## src/rtl/seg7_pkg.sv

```systemverilog
// Shared 7-segment definitions: active-low code table, blank pattern and the table
// inversion used by both the encoder and the capture decoder.
package seg7_pkg;

  localparam logic [6:0] SEG7_BLANK = 7'h7F;

  localparam logic [6:0] SEG7_CODE [16] = '{
    7'h40, 7'h79, 7'h24, 7'h30, 7'h19, 7'h12, 7'h02, 7'h78,
    7'h00, 7'h10, 7'h08, 7'h03, 7'h46, 7'h21, 7'h06, 7'h0E
  };

  typedef enum logic [1:0] {
    ST_SETTLE = 2'd0,
    ST_EVAL   = 2'd1,
    ST_HOLD   = 2'd2
  } cap_state_e;

  typedef struct packed {
    logic       hit;
    logic [3:0] nibble;
  } seg7_dec_t;

  function automatic seg7_dec_t seg7_decode(input logic [6:0] seg);
    seg7_dec_t res;
    res = '0;
    for (int i = 0; i < 16; i++) begin
      if (seg == SEG7_CODE[i]) begin
        res.hit    = 1'b1;
        res.nibble = i[3:0];
      end
    end
    return res;
  endfunction

endpackage

```

## src/rtl/seg7_stability_filter.sv

```systemverilog
// Synchronises the display bus and counts how long the synced word has been unchanged.
// stable_evt_o fires once, on the cycle the run of identical samples becomes long enough.
module seg7_stability_filter #(
  parameter int DIGITS        = 4,
  parameter int STABLE_CYCLES = 16,
  parameter int SYNC_STAGES   = 2
) (
  input  logic                clk_i,
  input  logic                rst_ni,
  input  logic [6:0]          seg_i,
  input  logic [DIGITS-1:0]   dig_en_i,
  output logic [DIGITS+6:0]   p_o,
  output logic                changed_o,
  output logic                stable_evt_o
);

  localparam int W  = DIGITS + 7;
  localparam int CW = $clog2(STABLE_CYCLES + 1);

  logic [W-1:0]  sync_q [SYNC_STAGES];
  logic [W-1:0]  prev_q;
  logic [CW-1:0] cnt_q;
  logic [CW-1:0] cnt_d;

  genvar gi;
  generate
    for (gi = 0; gi < SYNC_STAGES; gi++) begin : g_sync
      if (gi == 0) begin : g_first
        always_ff @(posedge clk_i or negedge rst_ni) begin
          if (!rst_ni) sync_q[gi] <= '1;
          else         sync_q[gi] <= {dig_en_i, seg_i};
        end
      end else begin : g_rest
        always_ff @(posedge clk_i or negedge rst_ni) begin
          if (!rst_ni) sync_q[gi] <= '1;
          else         sync_q[gi] <= sync_q[gi-1];
        end
      end
    end
  endgenerate

  assign p_o       = sync_q[SYNC_STAGES-1];
  assign changed_o = (p_o != prev_q);

  always_comb begin
    cnt_d = cnt_q;
    if (changed_o)                           cnt_d = '0;
    else if (cnt_q != CW'(STABLE_CYCLES))    cnt_d = cnt_q + 1'b1;
  end

  // Fires on the edge where the counter would step to STABLE_CYCLES-1, so the
  // classification registers on that same edge.
  assign stable_evt_o = !changed_o && (cnt_q == CW'(STABLE_CYCLES - 2));

  always_ff @(posedge clk_i or negedge rst_ni) begin
    if (!rst_ni) begin
      prev_q <= '1;
      cnt_q  <= '0;
    end else begin
      prev_q <= p_o;
      cnt_q  <= cnt_d;
    end
  end

endmodule

```

## src/rtl/seg7_capture_decoder.sv

```systemverilog
// Reads back a multiplexed active-low 7-segment bus: each stable pattern is classified once
// and written into a per-digit nibble register file with update/error strobes.
module seg7_capture_decoder
  import seg7_pkg::*;
#(
  parameter int DIGITS        = 4,
  parameter int STABLE_CYCLES = 16,
  parameter int SYNC_STAGES   = 2
) (
  input  logic                      clk_i,
  input  logic                      rst_ni,
  input  logic [6:0]                seg_in_i,
  input  logic [DIGITS-1:0]         dig_en_i,
  input  logic                      clear_i,
  output logic [4*DIGITS-1:0]       values_o,
  output logic [DIGITS-1:0]         digit_valid_o,
  output logic                      update_o,
  output logic [$clog2(DIGITS)-1:0] update_idx_o,
  output logic                      err_o
);

  localparam int IW = $clog2(DIGITS);

  logic [DIGITS+6:0] p;
  logic              changed;
  logic              stable_evt;

  seg7_stability_filter #(
    .DIGITS        (DIGITS),
    .STABLE_CYCLES (STABLE_CYCLES),
    .SYNC_STAGES   (SYNC_STAGES)
  ) u_filter (
    .clk_i        (clk_i),
    .rst_ni       (rst_ni),
    .seg_i        (seg_in_i),
    .dig_en_i     (dig_en_i),
    .p_o          (p),
    .changed_o    (changed),
    .stable_evt_o (stable_evt)
  );

  logic [DIGITS-1:0] dig_s;
  logic [6:0]        seg_s;
  logic              is_gap;
  logic              is_single;
  logic [IW-1:0]     dig_idx;
  seg7_dec_t         dec;

  assign dig_s     = p[DIGITS+6:7];
  assign seg_s     = p[6:0];
  assign is_gap    = &dig_s;
  assign is_single = $onehot(~dig_s);
  assign dec       = seg7_decode(seg_s);

  always_comb begin
    dig_idx = '0;
    for (int i = 0; i < DIGITS; i++) begin
      if (!dig_s[i]) dig_idx = IW'(i);
    end
  end

  cap_state_e               state_q;
  logic [4*DIGITS-1:0]      values_q;
  logic [DIGITS-1:0]        valid_q;
  logic                     update_q;
  logic [IW-1:0]            idx_q;
  logic                     err_q;

  // Classification is registered on the SETTLE->EVAL edge, so the strobes are
  // visible exactly while the FSM sits in EVAL.
  always_ff @(posedge clk_i or negedge rst_ni) begin
    if (!rst_ni) begin
      state_q  <= ST_SETTLE;
      values_q <= '0;
      valid_q  <= '0;
      update_q <= 1'b0;
      idx_q    <= '0;
      err_q    <= 1'b0;
    end else begin
      update_q <= 1'b0;
      err_q    <= 1'b0;
      case (state_q)
        ST_SETTLE: begin
          if (stable_evt) begin
            state_q <= ST_EVAL;
            if (!clear_i && !is_gap) begin
              if (is_single && dec.hit) begin
                values_q[4*dig_idx +: 4] <= dec.nibble;
                valid_q[dig_idx]         <= 1'b1;
                update_q                 <= 1'b1;
                idx_q                    <= dig_idx;
              end else if (is_single && seg_s == SEG7_BLANK) begin
                valid_q[dig_idx] <= 1'b0;
                update_q         <= 1'b1;
                idx_q            <= dig_idx;
              end else begin
                err_q <= 1'b1;
              end
            end
          end
        end
        ST_EVAL:  state_q <= changed ? ST_SETTLE : ST_HOLD;
        ST_HOLD:  if (changed) state_q <= ST_SETTLE;
        default:  state_q <= ST_SETTLE;
      endcase
      if (clear_i) begin
        values_q <= '0;
        valid_q  <= '0;
      end
    end
  end

  assign values_o      = values_q;
  assign digit_valid_o = valid_q;
  assign update_o      = update_q;
  assign update_idx_o  = idx_q;
  assign err_o         = err_q;

endmodule

```

## config.mk

```make
export PLATFORM = sky130hd
export DESIGN_NAME = seg7_capture_decoder
export DESIGN_NICKNAME = d
export VERILOG_FILES = /design/src/rtl/seg7_pkg.sv /design/src/rtl/seg7_stability_filter.sv /design/src/rtl/seg7_capture_decoder.sv
export SDC_FILE = /design/constraint.sdc
export NUM_CORES = 1
export LEC_CHECK = 0
export ABC_CLOCK_PERIOD_IN_PS = 2900
export CAP_MARGIN = 40
export CORE_MARGIN = 4
export CORE_UTILIZATION = 49
export DETAILED_ROUTE_END_ITERATION = 10
export PLACE_DENSITY_LB_ADDON = 0.1
export SLEW_MARGIN = 20
export SYNTH_ARGS = -nofsm -noshare
export SYNTH_HDL_FRONTEND = slang
export SYNTH_SLANG_ARGS = --single-unit
```

## constraint.sdc

```tcl
create_clock -name clk_i -period 2.9 [get_ports clk_i]
set_clock_uncertainty 0.2 [all_clocks]
set_input_delay 0.29 -clock clk_i [delete_from_list [all_inputs] [get_ports clk_i]]
set_output_delay 0.29 -clock clk_i [all_outputs]
set_load 0.01 [all_outputs]
```

==> flow_metrics.tcl <==
set metrics [dict create \
    ff2ff_path_depth 10 \
    path_clk_slew_ns 0.07 \
    dp.cells 370 \
    cap_violations 0 \
    relSlewSlack_pct 55.7 \
    synth_top_cell_by_area "dfstp_2" \
    ys_types 49 \
    drtPass1Iterations 4 \
    avgSynthCellArea_um2 11.5 \
    async_reset_ff_share_pct 100 \
    diodes 0 \
    grt_max_degree 33 \
    slowest_delay_ns 0.55 \
    remaining_drc_errors 0 \
    grt_usage_pct 16.9 \
    power.share.clock_pct 42.8 \
    synth.most_common_cell "dfstp_2" \
    cp-end-kind "flip-flop" \
    holdPathStages 1 \
    setup_viol 0 \
    synthMuxAreaShare_pct 3.80 \
    h-tree-depth 3 \
    stdcell_count 390 \
    pin_count 38 \
    drtIter0Drc 116 \
    wl_um 5620 \
    min_period_ns 2.81 \
    nets 338 \
    finalCritPeriodShare_pct 96.7 \
    r2r_setup_slack_ns 0.09 \
    p_comb_share_pct 7.9 \
    reg2reg_to "update_idx_o[1]$_DFFE_PN0P_" \
    fp.dieArea_um2 7360 \
    std_cell_rows 28 \
    crit_slowest_cell "fa_1" \
    fill_cells 459 \
    synthTopCellsByArea "dfstp_2 29%, dfrtp_1 26%, ha_1 5.5%" \
    worstHoldStart "dig_en_i[0]" \
    cts_tree "built" \
    synth_common_cells "33 x dfstp_2, 31 x dfrtp_1, 24 x nand2_1" \
    worst_pin_slew_ns 0.655 \
    synthesis.nets 287 \
    crit_fanout 4 \
    ant_nets 0 \
    die-width_um 85.8 \
    die_y_um 85.8 \
    p_int_mw 1.50 \
    hp-class "in2reg" \
    worst-path-buf-inv 1 \
    seq_area_frac_synth_pct 55.4 \
    maxSlewViolCount 0 \
    status "complete, no violations" \
    gp_congestion 0.834 \
    leakage_nw 1.59 \
    synth_fa_ha_area_share_pct 6.16 \
    finalSetupTns_ns 0 \
    ys_seq_elements 64 \
    grt_pass1_wl_um 9690 \
    cts_root_buf "clkbuf_8" \
    vdd_drop_max_uv 398 \
    net-switching-power_mw 0.450 \
    r2r-start "u_filter.p_o[7]$_DFF_PN1_" \
    rsz0062_at_grt "true" \
    cp_data_required_time_ns 2.92 \
    gr-total-overflow 0 \
    hold_path_end "u_filter.sync_q[18]$_DFF_PN1_" \
    synth_edf_count 0 \
    synth_ff_type "dfstp_2" \
    cts_num_sinks 64 \
    synth_area_um2 2970 \
    antenna_found_initial 0 \
    vias 2053 \
    avgViaCountPerCell 5.26 \
    core_um2 5890 \
    drive_above_1_share_pct 22.9 \
    p_per_area_nw_per_um2 522 \
    numCtsBuffers 9 \
    start_kind "flip-flop" \
    port_buffers 37 \
    synth_top_area_share_pct 29.2 \
    wl_per_cell_um 14.4 \
    path_cells "fa_1 > inv_1 > ha_1 > ha_1 > nor2_1 > and2_1 > nand2_1 > nor2_1 > o2111ai_1 > mux2_2" \
    syn_inst 259 \
    initial_core_util_pct 50.4 \
    fmax_ghz 0.356 \
    multiInputGateArea_um2 1240 \
    seqCellArea_um2 1640 \
    synth_top_family_by_area "simple AND/OR/NAND/NOR gates" \
    grt_pass1_vias 1964 \
    p_seq_share_pct 49.3 \
    clock_latency_ns 0.34 \
    synth_xor_area_share_pct 5.61 \
    dpl.hpwl_um 3990 \
    crit_family "adder cells" \
    clockBufferDepth 2 \
    area_growth_pct 26.1 \
    fin_util_pct 63.6 \
    synth-compound-area-share_pct 7.89 \
    final_area_um2 3740 \
    switching_share_pct 23.1 \
    synth_warnings 0 \
    crit_type "reg2reg" \
    critPathArrivalTime_ns 2.83 \
    placed_cell_area_um2 3450 \
    yosys.area_share.simple_pct 17.3 \
    timing.final.hold_violations 0 \
]
-- state kept, by name, summed over array words and instances (netlist names) --
name,cells
update_o,1
u_filter.p_o,11
digit_valid_o,4
state_q,2
u_filter.sync_q,11
u_filter.cnt_q,5
u_filter.prev_q,11
values_o,16
update_idx_o,2
err_o,1
-- power groups by stage --
stage	Sequential (mW)	Combinational, mW	Clock, mW
finish	0.964	0.153	0.836
global route	0.968	0.173	0.902
CTS	0.964	0.149	0.860
detailed placement	0.980	0.147	0
global placement	0.978	0.145	0
floorplan	0.963	0.0934	0
-- cell type report --
type / instances / share of cell area, %
multi-input cells: 167 / 33.1
repair buffers: 52 / 12.8
well taps: 75 / 2.51
inverters: 16 / 1.61
clock buffers: 12 / 4.75
clock inverters: 4 / 1.24
flip-flops and latches: 64 / 43.9
-- layer usage --
| metal | vias up | track usage, % | wire length, µm |
|---|---|---|---|
| li1 | 1012 | - | - |
| met1 | 999 | 23.4 | 2730 |
| met2 | 34 | 25.5 | 2600 |
| met3 | 8 | 4.13 | 218 |
| met4 | 0 | 7.34 | 68 |
| met5 | - | 0 | 0 |
-- worst max-delay path by stage --
stage / startpoint / end / slack, ns / cells past startpoint
final: u_filter.p_o[7]$_DFF_PN1_ / update_idx_o[1]$_DFFE_PN0P_ / 0.09 / 10
after global routing: u_filter.p_o[7]$_DFF_PN1_ / update_idx_o[0]$_DFFE_PN0P_ / -0.04 / 10
after CTS: u_filter.p_o[8]$_DFF_PN1_ / digit_valid_o[3]$_DFFE_PN0P_ / 0.01 / 10
after detailed placement: u_filter.p_o[8]$_DFF_PN1_ / digit_valid_o[3]$_DFFE_PN0P_ / 0.03 / 10
after global placement: u_filter.p_o[0]$_DFF_PN1_ / update_idx_o[0]$_DFFE_PN0P_ / 0.16 / 6
after floorplan: u_filter.p_o[8]$_DFF_PN1_ / update_idx_o[0]$_DFFE_PN0P_ / 0.16 / 9
-- cells in the final DEF, fill, tap and decap left out, types with 3 or more instances in the layout --
| cell type | netlist | final |
|---|---|---|
| nor4_1 | 4 | 3 |
| nor2_1 | 14 | 14 |
| a22o_1 | 4 | 4 |
| xor2_1 | 4 | 4 |
| or3_1 | 4 | 4 |
| ha_1 | 13 | 13 |
| clkbuf_8 | 0 | 9 |
| buf_4 | 0 | 14 |
| o2bb2ai_1 | 4 | 4 |
| nand4_1 | 9 | 9 |
| and3_1 | 4 | 4 |
| nand2_1 | 24 | 24 |
| inv_1 | 16 | 16 |
| nor4b_1 | 4 | 3 |
| nor3_1 | 3 | 3 |
| dfstp_2 | 33 | 33 |
| a21oi_1 | 5 | 5 |
| dfrtp_1 | 31 | 31 |
| clkdlybuf4s50_1 | 0 | 36 |
| mux2i_1 | 9 | 9 |
| nand3_1 | 7 | 7 |
| xnor2_1 | 15 | 15 |
-- cell families (layout without fill, tap and decap cells) --
family                     after synthesis  after routing
xor gates and xnor gates                19             19
and+or+nand+nor                         91             91
buffers and inverters                   28             84
adders and majority gates               14             14
muxes                                   11             11
DFF                                     64             64
AOI/OAI and AO/OA                       32             32
-- what timing repair did --
action	CTS	global route
gates resized for setup	0	8
buffers inserted	0	3
setup endpoints to repair	0	12
endpoints found under the hold margin	4	0
hold buffers	1	0
-- through the flow --
stage	power [mW]	worst slack (ns)	hold slack, ns
after floorplan	1.06	0.164	-0.206
after global placement	1.12	0.160	0.146
after detailed placement	1.13	0.0311	0.147
after CTS	1.97	0.0138	0.134
after global routing	2.04	-0.0441	0.134
final	1.95	0.0947	0.154
Power figures use the tool's default switching activity.
